[config.mk]
export PLATFORM = sky130hd
export DESIGN_NAME = encoder_4x2_handshake
export DESIGN_NICKNAME = d
export VERILOG_FILES = /design/src/rtl/encoder_4x2_pkg.sv /design/src/rtl/encoder_4x2_handshake_priority_select_4.sv /design/src/rtl/encoder_4x2_handshake.sv
export SDC_FILE = /design/constraint.sdc
export NUM_CORES = 1
export LEC_CHECK = 0
export ABC_AREA = 1
export ABC_CLOCK_PERIOD_IN_PS = 880
export CORE_AREA = 4 4 41 43
export CTS_CLUSTER_DIAMETER = 40
export DETAILED_ROUTE_END_ITERATION = 12
export DIE_AREA = 0 0 45 47
export GPL_ROUTABILITY_DRIVEN = 1
export PLACE_DENSITY_LB_ADDON = 0.25
export REMOVE_ABC_BUFFERS = 1
export SETUP_SLACK_MARGIN = 0.1
export SLEW_MARGIN = 10
export SYNTH_ARGS = -nofsm -noshare
export SYNTH_HDL_FRONTEND = slang
export SYNTH_SLANG_ARGS = --single-unit
[constraint.sdc]
create_clock -name clk -period 0.88 [get_ports clk]
set_input_delay 0.132 -clock clk [delete_from_list [all_inputs] [get_ports clk]]
set_output_delay 0.132 -clock clk [all_outputs]
set_load 0.05 [all_outputs]
[src/rtl/encoder_4x2_pkg.sv]
// Shared types and widths for the 4-to-2 handshake encoder.
package encoder_4x2_pkg;
  localparam int IDX_W = 2;
  localparam int REQ_W = 4;

  typedef enum logic {IDLE, GRANT} state_t;
endpackage

[src/rtl/encoder_4x2_handshake_priority_select_4.sv]
// Combinational priority pick over four request bits; direction set by HIGH_FIRST.
module priority_select_4
  import encoder_4x2_pkg::*;
#(
  parameter bit HIGH_FIRST = 1'b1
) (
  input  logic [REQ_W-1:0] req,
  output logic [IDX_W-1:0] idx,
  output logic             any
);

  // Scan from lowest to highest priority so the last match is the winner.
  always_comb begin
    idx = '0;
    any = |req;
    if (HIGH_FIRST) begin
      for (int i = 0; i < REQ_W; i++) begin
        if (req[i]) idx = IDX_W'(i);
      end
    end else begin
      for (int i = REQ_W - 1; i >= 0; i--) begin
        if (req[i]) idx = IDX_W'(i);
      end
    end
  end

endmodule

[src/rtl/encoder_4x2_handshake.sv]
// Registered 4-to-2 priority encoder: latches requests, grants one index at a time,
// and clears it on ack. State table: IDLE | no grant, V=0 ; GRANT | A held, waiting ack.
module encoder_4x2_handshake
  import encoder_4x2_pkg::*;
#(
  parameter bit HIGH_FIRST = 1'b1
) (
  input  logic             clk,
  input  logic             rst,
  input  logic             E,
  input  logic [REQ_W-1:0] D,
  input  logic             ack,
  output logic [IDX_W-1:0] A,
  output logic             V,
  output logic [REQ_W-1:0] pending
);

  state_t           state;
  logic [IDX_W-1:0] sel_idx;
  logic             sel_any;
  logic [REQ_W-1:0] clr;
  logic [REQ_W-1:0] set;

  priority_select_4 #(.HIGH_FIRST(HIGH_FIRST)) u_sel (
    .req (pending),
    .idx (sel_idx),
    .any (sel_any)
  );

  always_comb begin
    clr = '0;
    if (V && ack) clr = REQ_W'(1) << A;
    set = E ? D : '0;
  end

  // Set is OR-ed after the clear so a same-cycle re-request survives the ack.
  always_ff @(posedge clk) begin
    if (rst) begin
      state   <= IDLE;
      A       <= '0;
      V       <= 1'b0;
      pending <= '0;
    end else begin
      pending <= (pending & ~clr) | set;
      case (state)
        IDLE: begin
          if (sel_any) begin
            A     <= sel_idx;
            V     <= 1'b1;
            state <= GRANT;
          end
        end
        GRANT: begin
          if (ack) begin
            V     <= 1'b0;
            state <= IDLE;
          end
        end
        default: begin
          V     <= 1'b0;
          state <= IDLE;
        end
      endcase
    end
  end

endmodule

==> run_results.csv, run 1 <==
group,metric,value,unit
outcome,outcome,"finished, violations left",
outcome,violations,"setup timing",
final_layout,drive_gt1_frac,0.6296,
clocking,tritoncts,"built",
floorplan,start_util,0.2712,
timing,hold_violations,0,
worst_setup_path,crit_required,750,ps
grt,met2_usage,0.2260,
worst_setup_path,cp.buffers_inverters,2,
worst_setup_path,crit_type,"reg -> out",
power,ir_worst_vdd,0.9525,mV
logic_synthesis,synth.area.top_cells,"dfxtp_1 45%, nand2_1 14%, inv_1 7.4%",
worst_setup_path,critPathCaptureType,"output pin",
grt,grt_pass1_vias,496,
grt,grt_pass1_wl,1952,µm
timing,worst_pin_slew,190.4,ps
power,total_power,0.001349,W
grt,use_met1,0.1293,
worst_setup_path,critPathLaunchType,"flop",
grt,grt-ovfl-total,0,
logic_synthesis,synth_top_cell_by_area,"dfxtp_1",
min_path,hold_class,"in -> reg",
timing,clock_skew,3.352,ps
placement,dp_hpwl,740.8,µm
floorplan,ios,15,
floorplan,chipWidth,45,µm
final_layout,area_growth,137.2,%
route,drtPass1Iterations,1,
grt,gr-max-usage-layer,"met2",
logic_synthesis,synth_top_flop_cell,"dfxtp_1",
final_layout,nNetsFinal,91,
placement,place_congestion,0.7931,
grt,use_met3,0.07663,
floorplan,die_h,47,µm
logic_synthesis,yosysWarnings,0,
logic_synthesis,synth_seq_cells,8,
logic_synthesis,netlist_area,352.8,µm²
worst_setup_path,crit_path_top_delay_cell,"dfxtp_4",
floorplan,die_area,2115,µm²
route,routed_wl,1241,µm
logic_synthesis,ys_seq_area_frac,0.4539,
logic_synthesis,synth_edf_count,0,
flow_run,maxCapViolCount,0,
logic_synthesis,yosysMostFrequentCell,"nand2_1",
worst_setup_path,worstPathArrival,870,ps
placement,placedInstanceArea,641.9,µm²
logic_synthesis,avgSynthCellArea,7.351,µm²
final_layout,instances_no_fill,96,
logic_synthesis,syn-instance-count,48,
timing,rsz0062_at_grt,"yes",
worst_setup_path,cp_max_fo,3,
route,final_antenna_net_count,0,
clocking,clk_pin_slew_worst_paths,60,ps
final_layout,final_cell_area,837.1,µm²
final_layout,final_core_util,0.6433,
timing,maxClockFrequency,1.001,GHz
logic_synthesis,synth.distinct_cells,11,
clocking,ctsHoldBuffers,0,
clocking,cts_buffer_depth,2,
logic_synthesis,ys_top_cells_by_count,"13 x nand2_1, 8 x dfxtp_1, 7 x inv_1",
clocking,root_buffer,"clkbuf_4",
clocking,cts_made_buffers,3,
route,drc,0,
clocking,clock_sinks,8,
worst_setup_path,max_stage_delay,360,ps
route,num_vias,437,
grt,antenna_found_initial,0,
timing,slew_headroom,0.8722,
power,p_leak,0.3799,nW
placement,dpl.cell_count,85,
grt,track_usage,0.1326,
clocking,worstSkewPairLatency,260,ps
timing,hold_ws,435.4,ps
timing,period_needed,998.7,ps
timing,slew_violations,0,
grt,grt_start_max_net_pins,6,
timing,fin_crit_sh,1.135,
floorplan,core_area,1301,µm²
timing,final-setup-viol-count,10,
clocking,htreeDepth,1,
route,drt-initial-drc-count,0,
worst_setup_path,path_delay_family,"flip-flops",
timing,fin_ws,-118.7,ps
final_layout,n_antenna_cell,0,
power,power.density,1611,nW/µm²
floorplan,num_rows,13,
route,avgRoutedWirePerCell,12.93,µm
placement,port_buffers,14,
logic_synthesis,synth_top_area_share,0.4539,
route,viasPerCell,4.552,
worst_setup_path,worstPathCellList,"buf_6, buf_12",
logic_synthesis,synth-async-reset-ratio,0,
what timing repair did:
item                       CTS  global route
pin swaps                    8            11
setup endpoints to repair   15            15
gates cloned                 0             0
hold endpoints to repair     0             0
setup buffers                8             0
resized for setup           28            15
per-layer routing:
layer  wire length (µm)  vias to the layer above  part of all wire
li1                   -                      220                 -
met4                  6                        0            0.0048
met1                440                      205              0.35
met5                  0                        -                 0
met2                730                       10              0.59
met3                 63                        2             0.051
state kept, by name (all words and copies together), names as in the netlist:
signal / flops
A: 2
pending: 4
state: 1
V: 1
layout by cell type, fill, tap and decap left out, drive strengths merged:
cell type	synthesis	layout
buf	0	23
nand2	16	16
dfxtp	8	8
clkdlybuf4s50	0	7
inv	7	7
a21oi	6	6
o21ai	5	5
nor2	4	4
clkbuf	0	3
o21bai	2	2
through the flow:
step,worst slack (ps),setup TNS [ps]
finish,-118.7,-783.7
global route,-148.5,-1221
CTS,-116.9,-861.5
detailed placement,-270.8,-1111
global placement,-234.8,-989.6
floorplan,-257.4,-1831
where the power goes:
part	internal (W)	total [W]	switching, W	leakage, nW
sequential	0.000405	0.000441	0.0000363	0.0689
clock	0.000157	0.000289	0.000132	0.0138
combinational	0.000317	0.000619	0.000302	0.297
layout make-up:
cell class | instances | area, µm²
Tap cell | 15 | 18.77
Clock buffer | 3 | 22.52
Sequential cell | 8 | 171.4
Multi-Input combinational cell | 33 | 217.7
Timing Repair Buffer | 30 | 375.4
Inverter | 7 | 31.28
Fill cell | 109 | 464.2
tightest hold or removal path, delay by kind of cell:
family                 cells  cell delay [ps]
AO/OA/AOI/OAI              1               60
buffers and inverters      1              400
AND/OR/NAND/NOR            1               70
logic make-up (layout without fill, tap and decap cells):
logic type      count (synthesis)  in the layout  synth area share
flops                           8              8            0.4539
compound gates                 13             13            0.2092
simple gates                   20             20            0.2624
buf+inv                         7             40           0.07448
final timing paths:
check | cells after the start | from | to | slack [ps]
max | 2 | pending[2]$_SDFF_PP0_ | pending[2] | -120
min | 3 | D[1] | pending[1]$_SDFF_PP0_ | 440
max reg2reg | 7 | pending[1]$_SDFF_PP0_ | A[0]$_SDFFE_PP0P_ | -70
min reg2reg | 2 | state$_SDFF_PP0_ | state$_SDFF_PP0_ | 500
(Power assumes the default switching activity.)
==> run 2, diff against run 1 <==
--- a/config.mk
+++ b/config.mk
@@ -13,7 +13,6 @@
 export DIE_AREA = 0 0 45 47
 export GPL_ROUTABILITY_DRIVEN = 1
 export PLACE_DENSITY_LB_ADDON = 0.25
-export REMOVE_ABC_BUFFERS = 1
 export SETUP_SLACK_MARGIN = 0.1
 export SLEW_MARGIN = 10
 export SYNTH_ARGS = -nofsm -noshare
==> run_results.csv, run 2 (same netlist as run 1, synthesis figures left out) <==
group,metric,value,unit
outcome,outcome,"finished, violations left",
outcome,violations,"setup timing",
clocking,cts_buffer_depth,2,
grt,antenna_found_initial,0,
floorplan,ios,15,
timing,period_needed,981.2,ps
floorplan,die_area,2115,µm²
route,viasPerCell,4.460,
clocking,worstSkewPairLatency,260,ps
placement,dp_hpwl,676.7,µm
final_layout,drive_gt1_frac,0.5556,
grt,grt_start_max_net_pins,6,
final_layout,area_growth,106.7,%
grt,grt_pass1_wl,1380,µm
final_layout,final_common_cell,"nand2_1",
route,drt-initial-drc-count,4,
route,final_antenna_net_count,0,
route,routed_wl,975,µm
power,internal-power,0.0008125,W
final_layout,top_regs,"pending x4, A x2",
timing,maxClockFrequency,1.019,GHz
final_layout,n_fill_cell,120,
timing,fin_ws,-101.2,ps
worst_setup_path,crit_required,750,ps
final_layout,nNetsFinal,81,
flow_run,maxCapViolCount,0,
placement,dpl.cell_count,79,
route,num_vias,388,
power,ir_worst_vdd,0.9490,mV
timing,clock_skew,9.075,ps
timing,slew_violations,0,
floorplan,start_util,0.2712,
final_layout,largest-register,"pending",
worst_setup_path,worstPathArrival,850,ps
power,p_comb_frac,0.378,
final_layout,final_cell_mix,"8 x nand2_1, 7 x dfxtp_4, 7 x buf_12",
power,p_seq_frac,0.375,
clocking,root_buffer,"clkbuf_4",
route,drc,0,
clocking,cts_made_buffers,3,
logic_synthesis,synth_nets,56,
timing,worst_pin_slew,303.3,ps
timing,fin_crit_sh,1.115,
clocking,clock_sinks,8,
power,power.density,1699,nW/µm²
worst_setup_path,max_stage_delay,340,ps
floorplan,num_rows,13,
final_layout,instances_no_fill,87,
final_layout,largest_reg_flops,4,
min_path,hold_class,"in -> reg",
placement,port_buffers,14,
floorplan,core_area,1301,µm²
power,switchingPower,0.0004270,W
grt,grt_pass1_vias,337,
power,p_leak,0.3198,nW
grt,track_usage,0.09264,
final_layout,final_cell_area,729.5,µm²
timing,final-setup-viol-count,10,
route,drtPass1Iterations,4,
clocking,tritoncts,"built",
final_layout,n_antenna_cell,0,
timing,rsz0062_at_grt,"yes",
power,p_sw_frac,0.3445,
timing,slew_headroom,0.7957,
worst_setup_path,critPathCaptureType,"output pin",
route,avgRoutedWirePerCell,11.21,µm
timing,hold_violations,0,
floorplan,chipWidth,45,µm
worst_setup_path,crit_path_top_delay_cell,"dfxtp_4",
grt,grt-ovfl-total,0,
worst_setup_path,critPathLaunchType,"flop",
clocking,clk_pin_slew_worst_paths,60,ps
worst_setup_path,worstPathCellList,"buf_6, buf_12",
worst_setup_path,cp_max_fo,2,
floorplan,die_h,47,µm
power,power.share.clock,0.247,
worst_setup_path,crit_type,"reg -> out",
placement,placedInstanceArea,625.6,µm²
placement,place_congestion,0.7843,
clocking,htreeDepth,1,
[run 2: changes by cell type in the layout (fill, tap and decap cells not counted), sizes merged]
cell,before,now
buf,23,13
clkbuf,3,4
clkdlybuf4s50,7,6
dlymetal6s2s,0,1
[run 2: final cells by class]
type,instances,area (µm²),share of cell area
clock buffers,4,26.28,0.03602
inverters,7,28.78,0.03945
multi-input cells,33,203.9,0.2796
flip-flops and latches,8,186.4,0.2556
well taps,15,18.77,0.02573
repair buffers,20,265.3,0.3636
[run 2: power by group through the flow]
stage,Combinational (W),Sequential [W],Clock (W)
after global routing,0.000498,0.000471,0.000340
after floorplan,0.000105,0.000549,0
after global placement,0.000399,0.000461,0
after detailed placement,0.000398,0.000462,0
final,0.000469,0.000464,0.000306
after CTS,0.000419,0.000457,0.000319
[run 2: through the flow]
| stage | hold slack [ps] | setup TNS [ps] | total power, W | utilization | setup WS, ps |
|---|---|---|---|---|---|
| 6_report | 254.2 | -427.2 | 0.001239 | 0.5606 | -101.2 |
| 5_1_grt | 283.4 | -808.0 | 0.001309 | 0.5606 | -126.5 |
| 4_1_cts | 430.0 | -403.9 | 0.001195 | 0.5221 | -105.3 |
| 3_5_place_dp | 481.1 | -974.4 | 0.0008604 | 0.4808 | -213.9 |
| 3_3_place_gp | 478.9 | -957.8 | 0.0008599 | 0.4808 | -208.3 |
| 2_1_floorplan | 185.3 | -2.591 | 0.0006540 | - | -2.591 |
[run 2: final timing paths]
kind | slack [ps] | start | endpoint | cells past startpoint
worst max-delay path | -100 | pending[0]$_SDFF_PP0_ | pending[0] | 2
worst min-delay path | 250 | ack | V$_SDFFE_PP0P_ | 4
worst max register to register | -60 | pending[0]$_SDFF_PP0_ | A[1]$_SDFFE_PP0P_ | 6
worst min register to register | 490 | state$_SDFF_PP0_ | state$_SDFF_PP0_ | 2
[run 2: worst max-delay path, delay by kind of cell (launching register included)]
family | cells | cell delay (ps)
buf+inv | 2 | 240
flops | 1 | 340
[run 2: repair_timing]
action	4_1_cts	5_1_grt
resized for setup	7	11
setup endpoints to repair	15	15
pin swaps	4	6
hold buffers	0	0
buffers inserted	2	2
[run 2: per-layer routing]
metal	part of all wire	global-route usage	up-vias
met2	0.55	0.1497	11
met3	0.051	0.05747	2
met1	0.39	0.1053	172
met4	0.010	0.01754	0
li1	-	-	203
met5	0	0	-
